### src/rtl/ascii_text_loader.sv
// ascii_text_loader: buffers hps_io "Load Ascii" bytes, normalises CR/LF and paces them into the ACIA.
// Optional: define ASCII_TEXT_LOADER_UPCASE_EN to fold a-z to A-Z before buffering.
module ascii_text_loader #(
  parameter int DEPTH      = 16,
  parameter int CHAR_DELAY = 48000,
  parameter int LINE_DELAY = 4800000
) (
  input  logic        clk,
  input  logic        n_reset,
  input  logic        ioctl_download,
  input  logic        ioctl_wr,
  input  logic [15:0] ioctl_addr,
  input  logic [7:0]  ioctl_data,
  output logic        ioctl_wait,
  output logic [7:0]  rx_data,
  output logic        rx_valid,
  input  logic        rx_ack,
  output logic        loading,
  output logic        overflow
);
  localparam int AW   = $clog2(DEPTH);
  localparam int CW   = AW + 1;
  localparam int DMAX = (CHAR_DELAY > LINE_DELAY) ? CHAR_DELAY : LINE_DELAY;
  localparam int DW   = (DMAX > 0) ? $clog2(DMAX + 1) : 1;
  localparam logic [DW-1:0] CHAR_LOAD = DW'((CHAR_DELAY > 0) ? CHAR_DELAY - 1 : 0);
  localparam logic [DW-1:0] LINE_LOAD = DW'((LINE_DELAY > 0) ? LINE_DELAY - 1 : 0);

  typedef enum logic [1:0] {S_IDLE, S_PRESENT, S_GAP} state_t;

  state_t          state_q, state_d;
  logic [DW-1:0]   delay_q, delay_d;
  logic [CW-1:0]   count_q, count_d;
  logic [AW-1:0]   wr_ptr_q, wr_ptr_d, rd_ptr_q, rd_ptr_d, wr_addr;
  logic            prev_cr_q, prev_cr_d, overflow_q, overflow_d;
  logic            dl_q, wait_q, rx_valid_q, rx_valid_d;
  logic [7:0]      rx_data_q;
  logic [7:0]      mem [DEPTH];

  logic            start, prev_cr_eff, drop, accept, wr_en, pop, full;
  logic [7:0]      store_byte;

  assign start = ioctl_download & ~dl_q;

  // Input filter: the first byte of a file never sees a stale CR from the previous one.
  always_comb begin
    prev_cr_eff = prev_cr_q;
    if (start || ioctl_addr == 16'd0) prev_cr_eff = 1'b0;
    drop   = (ioctl_data == 8'h00) || (ioctl_data == 8'h1A) ||
             ((ioctl_data == 8'h0A) && prev_cr_eff);
    accept = ioctl_wr && ioctl_download && !drop;
    store_byte = (ioctl_data == 8'h0A) ? 8'h0D : ioctl_data;
`ifdef ASCII_TEXT_LOADER_UPCASE_EN
    if (store_byte >= 8'h61 && store_byte <= 8'h7A) store_byte = store_byte - 8'h20;
`endif
    prev_cr_d = start ? 1'b0 : prev_cr_q;
    if (accept) prev_cr_d = (ioctl_data == 8'h0D);
  end

  // FIFO bookkeeping; a flush cycle still accepts its own byte into slot 0.
  always_comb begin
    full       = (count_q == CW'(DEPTH));
    wr_en      = accept && (start || !full || pop);
    wr_addr    = start ? '0 : wr_ptr_q;
    count_d    = count_q;
    wr_ptr_d   = wr_ptr_q;
    rd_ptr_d   = rd_ptr_q;
    overflow_d = overflow_q;
    if (start) begin
      count_d    = wr_en ? CW'(1) : '0;
      wr_ptr_d   = wr_en ? AW'(1) : '0;
      rd_ptr_d   = '0;
      overflow_d = 1'b0;
    end else begin
      if (accept && full && !pop) overflow_d = 1'b1;
      if (wr_en) wr_ptr_d = wr_ptr_q + AW'(1);
      if (pop)   rd_ptr_d = rd_ptr_q + AW'(1);
      if (wr_en && !pop)      count_d = count_q + CW'(1);
      else if (pop && !wr_en) count_d = count_q - CW'(1);
    end
  end

  // Output FSM: next state
  always_comb begin
    state_d = state_q;
    delay_d = delay_q;
    if (start) begin
      state_d = S_IDLE;
      delay_d = '0;
    end else begin
      case (state_q)
        S_IDLE:    if (count_q != '0) state_d = S_PRESENT;
        S_PRESENT: if (rx_ack) begin
          state_d = S_GAP;
          delay_d = (rx_data_q == 8'h0D) ? LINE_LOAD : CHAR_LOAD;
        end
        S_GAP:     if (delay_q == '0) state_d = S_IDLE;
                   else delay_d = delay_q - 1'b1;
        default:   state_d = S_IDLE;
      endcase
    end
  end

  // Output FSM: pop and presentation control
  always_comb begin
    pop        = 1'b0;
    rx_valid_d = rx_valid_q;
    if (start) begin
      rx_valid_d = 1'b0;
    end else begin
      case (state_q)
        S_IDLE: if (count_q != '0) begin
          pop        = 1'b1;
          rx_valid_d = 1'b1;
        end
        S_PRESENT: if (rx_ack) rx_valid_d = 1'b0;
        default: ;
      endcase
    end
  end

  always_ff @(posedge clk or negedge n_reset) begin
    if (!n_reset) begin
      state_q    <= S_IDLE;
      delay_q    <= '0;
      count_q    <= '0;
      wr_ptr_q   <= '0;
      rd_ptr_q   <= '0;
      prev_cr_q  <= 1'b0;
      overflow_q <= 1'b0;
      dl_q       <= 1'b0;
      wait_q     <= 1'b0;
      rx_valid_q <= 1'b0;
      rx_data_q  <= 8'h00;
    end else begin
      state_q    <= state_d;
      delay_q    <= delay_d;
      count_q    <= count_d;
      wr_ptr_q   <= wr_ptr_d;
      rd_ptr_q   <= rd_ptr_d;
      prev_cr_q  <= prev_cr_d;
      overflow_q <= overflow_d;
      dl_q       <= ioctl_download;
      wait_q     <= (count_q >= CW'(DEPTH - 2));
      rx_valid_q <= rx_valid_d;
      if (pop) rx_data_q <= mem[rd_ptr_q];
    end
  end

  always_ff @(posedge clk) begin
    if (wr_en) mem[wr_addr] <= store_byte;
  end

  assign ioctl_wait = wait_q;
  assign rx_data    = rx_data_q;
  assign rx_valid   = rx_valid_q;
  assign overflow   = overflow_q;
  assign loading    = n_reset & (ioctl_download | (count_q != '0) | (state_q != S_IDLE));

endmodule

### config.mk
export PLATFORM = sky130hd
export DESIGN_NAME = ascii_text_loader
export DESIGN_NICKNAME = d
export VERILOG_FILES = /design/src/rtl/ascii_text_loader.sv
export SDC_FILE = /design/constraint.sdc
export NUM_CORES = 1
export LEC_CHECK = 0
export ABC_AREA = 1
export CAP_MARGIN = 5
export CORE_UTILIZATION = 32
export CTS_CLUSTER_SIZE = 30
export DETAILED_ROUTE_END_ITERATION = 6
export HOLD_SLACK_MARGIN = 0.1
export PLACE_DENSITY = 0.53
export SLEW_MARGIN = 20
export SYNTH_ARGS = -nofsm -noshare
export SYNTH_HDL_FRONTEND = slang
export SYNTH_SLANG_ARGS = --single-unit
### constraint.sdc
create_clock -name clk -period 2.61 [get_ports clk]
set_input_delay 0.522 -clock clk [delete_from_list [all_inputs] [get_ports clk]]
set_output_delay 0.522 -clock clk [all_outputs]
set_load 0.02 [all_outputs]
==> results by stage <==
Detailed routing:
- The routed via count is 5997.
- The residual DRC count is 0.
- The per-cell routed wire length is 16.4 um.
- The post-detailed-route count of antenna-violating nets is 0.
- After detailed routing, the total wire length is 20.5 mm.
- The first TritonRoute pass finished after 5 iterations.
- The number of design-rule violations left by the first detailed-router iteration is 406.
- After detailed routing, the number of vias per cell comes to 4.81.

Setup path:
- The required time at the endpoint of the critical path is 2930 ps.
- The launch point of the worst path is count_q[0].
- The worst register-to-register path has a setup slack of 180 ps.
- The worst endpoint data arrival time is 2750 ps.
- The worst register-to-register path ends at count_q[4].
- The critical path is of the reg -> reg type.
- STA classifies the critical path startpoint as a register.
- In this run the worst path has a maximum fanout of 5.
- STA classifies the critical path endpoint as a register.
- In this run the critical register-to-register path is launched from count_q[0].
- The path depth of the worst reg2reg path is 13.

CTS:
- The TritonCTS clock tree is yes.
- The clock network latency to the later pin of the worst-skew pair is 450 ps.
- The buffer depth of the longest clock path is 2.
- Counting the buffers created by CTS gives 17.
- After clock tree synthesis, the flow added hold-fix buffers numbering 0.
- The total clock sinks is 179.
- Clock-pin slew was measured on the worst setup and hold paths at 80 ps.
- CTS placed an instance of clkbuf_16 at the clock tree root.
- The H-tree depth is 4.

Worst hold path:
- The tightest min-delay check is of the in -> async type.

Placed design:
- After detailed placement, the design holds a cell count of 1214.
- The placed cell area is 9280 sq um.
- The post-placement worst setup slack is -344 ps.
- In this run the tool buffered the top-level ports with 40 buffer cells.
- The half-perimeter wire length after placement is 13.6 mm.
- Routability-driven placement finished with a final weighted congestion of 0.807.

Finish:
- In the final layout, the share of cells above drive strength 1 is 0.135.
- After routing the design area is 9960 sq um.
- The sequential cells in the finished layout cover a total of 5120 sq um.
- The final-layout fill cell count is 2417.
- The area overhead of the layout relative to synthesis is 21.3%.
- The repair_antennas step left the layout with diodes totalling 0.
- The total area of multi-input combinational cells is 2790 sq um.
- Once layout is complete, the cells apart from fillers number 1247.
- The net count reported at finish is 941.

Power and ir drop:
- Of the total power, registers draw 0.392.
- For this design the static power due to leakage is 0.00382 uW.
- The portion of total power attributed to combinational logic is 0.327.
- The total power of the final layout is 9720 uW.
- Of the total power, the clock network draws 0.281.
- The net switching power figure is 3800 uW.
- The power per cell area is 976 nW/um^2.
- Across the VDD grid, the largest voltage drop is 612 uV.
- The proportion of total power due to net switching is 0.391.
- The internal power is 5920 uW.

Timing:
- Setup repair after global routing left no endpoint under its margin.
- The maximum clock frequency is 0.411 GHz.
- The max-slew violation count is 0.
- The relative max-transition margin is 0.541.
- Setup violations remaining at the end of the flow were counted as 0.
- The worst hold margin is 262 ps.
- Subtracting the final worst setup slack from the clock period gives 2430 ps.
- For the pin with the worst max-slew slack, the measured transition is 688 ps.
- The final worst-path cycle share is 0.931.
- The maximum clock skew at final layout is 27.5 ps.
- The count of final hold-check violations was 0.
- The slack of the critical path is 180 ps.

Yosys:
- Of the synthesized area, sequential elements account for 0.623.
- In this run, synthesis produced a sequential element count of 179.
- In this run the cell area of the synthesized design comes to 8210 sq um.
- After synthesis, the netlist uses 36 different library cells.
- The average instance area after synthesis is 9.93 sq um.
- Summed over all instances, the cell type with the most area after synthesis is edfxtp_1.
- Synthesis handed over a netlist of 827 instances.
- The number of nets in the synthesized netlist is 864.
- The share of the synthesized area in the top cell type is 0.468.
- The Yosys warning count is 0.
- After synthesis, the cell types taking the most area are edfxtp_1, dfrtp_1, nor2_1.

Floorplanning:
- The floorplan step set the die width to 162 um.
- During I/O placement, the number of pins put on the boundary was 41.
- The region available for standard cell placement spans 25200 sq um.
- The initial utilization of the core area, before any placement, comes to 0.326.
- The chip height is 162 um.
- The full die area is 26300 sq um.
- After floorplanning, the core was divided into 58 placement rows.

GRT:
- The initial antenna violation count is 0.
- For this run, the total global-route usage over all layers was measured as 0.165.
- The number of global-route vias before repair was 6052.
- The first global-routing pass estimated 32.9 mm of wire.
- The total overflow left after global routing is 0.
- Entering global routing, the biggest net connects 69 pins.

Outcome:
- The flow ran to the end, and the final reports show no timing, DRC or antenna violations.

Run:
- The reported max-cap violation count is 0.
[synthesized netlist by cell type]
master	count
nand2_1	136
o21a_1	1
buf_1	1
nand3_2	6
nand4_1	8
fa_1	1
nor2_4	3
nand3_1	27
nand2_2	4
nand3b_1	3
nor2_2	5
edfxtp_1	128
inv_1	35
inv_2	6
or2_0	1
nor3b_1	2
clkbuf_1	26
buf_4	1
a21oi_1	18
o21ai_2	1
o22ai_1	4
or2_2	1
o211ai_1	34
o21ai_0	96
dfrtp_1	51
a31oi_1	6
nor2_1	179
a32o_1	1
ha_1	7
buf_6	2
xor2_1	11
xnor2_1	1
nor3_1	6
o21ai_1	6
nand4_2	1
buf_2	8
[power groups by stage]
| stage | clock network, uW | registers (uW) | logic [uW] |
|---|---|---|---|
| 4_1_cts | 2800 | 3810 | 3200 |
| 3_5_place_dp | 0 | 3860 | 3200 |
| 3_3_place_gp | 0 | 3860 | 3150 |
| 2_1_floorplan | 0 | 3790 | 2130 |
| 6_report | 2740 | 3810 | 3180 |
| 5_1_grt | 2900 | 3870 | 3590 |
[cell families after synthesis]
| logic type | synth area share |
|---|---|
| xor gates and xnor gates | 0.0128 |
| DFF | 0.623 |
| buffers and inverters | 0.0396 |
| AOI/OAI and AO/OA | 0.115 |
| adders and majority gates | 0.0131 |
| and+or+nand+nor | 0.196 |
[cell usage in the layout, fill, tap and decap left out, drive strengths merged]
master           n
a21oi           18
a31oi            6
a32o             1
buf             57
clkbuf          17
clkdlybuf4s50   31
clkinv           6
dfrtp           51
dlygate4sd2      1
dlymetal6s2s     7
edfxtp         128
fa               1
ha               7
inv             50
nand2          140
nand3           33
nand3b           3
nand4            9
nor2           187
nor3             6
nor3b            2
o211ai          34
o21a             1
o21ai          103
o22ai            4
or2              2
xnor2            1
xor2            11
[state kept, by name, summed over array words and instances, names as in the netlist, 2 cells and up]
register,count
state_q,2
rx_data,8
wr_ptr_q,4
delay_q,23
rd_ptr_q,4
mem,128
count_q,5
[routing by layer]
| layer | track usage | vias to the layer above | part of all wire |
|---|---|---|---|
| li1 | - | 3005 | - |
| met1 | 0.220 | 2880 | 0.47 |
| met2 | 0.275 | 97 | 0.49 |
| met3 | 0.0281 | 15 | 0.029 |
| met4 | 0.0497 | 0 | 0.013 |
| met5 | 0 | - | 0 |
[critical path, stage by stage (launching register included)]
cell and delay, ps:
dfrtp_1 470, nor2_1 200, nand4_2 170, nand2_2 140, nand4_1 280, fa_2 450
nand3_1 90, nand2_1 70, xor2_1 190, inv_1 60, nand2_1 60, nand2_1 50
nand2_1 60, nand2_1 50
[layout make-up]
class	count	area share
well taps	330	0.0414
clock buffers	17	0.0427
multi-input cells	569	0.280
flip-flops and latches	179	0.514
inverters	41	0.0154
clock inverters	15	0.0217
repair buffers	96	0.0848
[through the flow]
stage / setup TNS, ps / utilization
floorplan: 0 / -
global placement: -30070 / 0.368
detailed placement: -36400 / 0.368
CTS: 0 / 0.394
global route: 0 / 0.396
finish: 0 / 0.396
[how the worst max path moves through the flow]
stage	depth (start not counted)	to	slack (ps)
after CTS	13	mem[5][1]	120
after floorplan	15	count_q[4]	270
final	13	count_q[4]	180
after detailed placement	13	mem[5][7]	-340
after global routing	13	count_q[4]	0.3
after global placement	17	count_q[4]	-300
[what timing repair did]
| item | 4_1_cts | 5_1_grt |
|---|---|---|
| setup endpoints to repair | 1 | 18 |
| setup buffers | 0 | 1 |
| pin swaps | 0 | 4 |
| hold endpoints to repair | 0 | 0 |
| gates resized for setup | 1 | 13 |
Power figures use the tool's default switching activity.
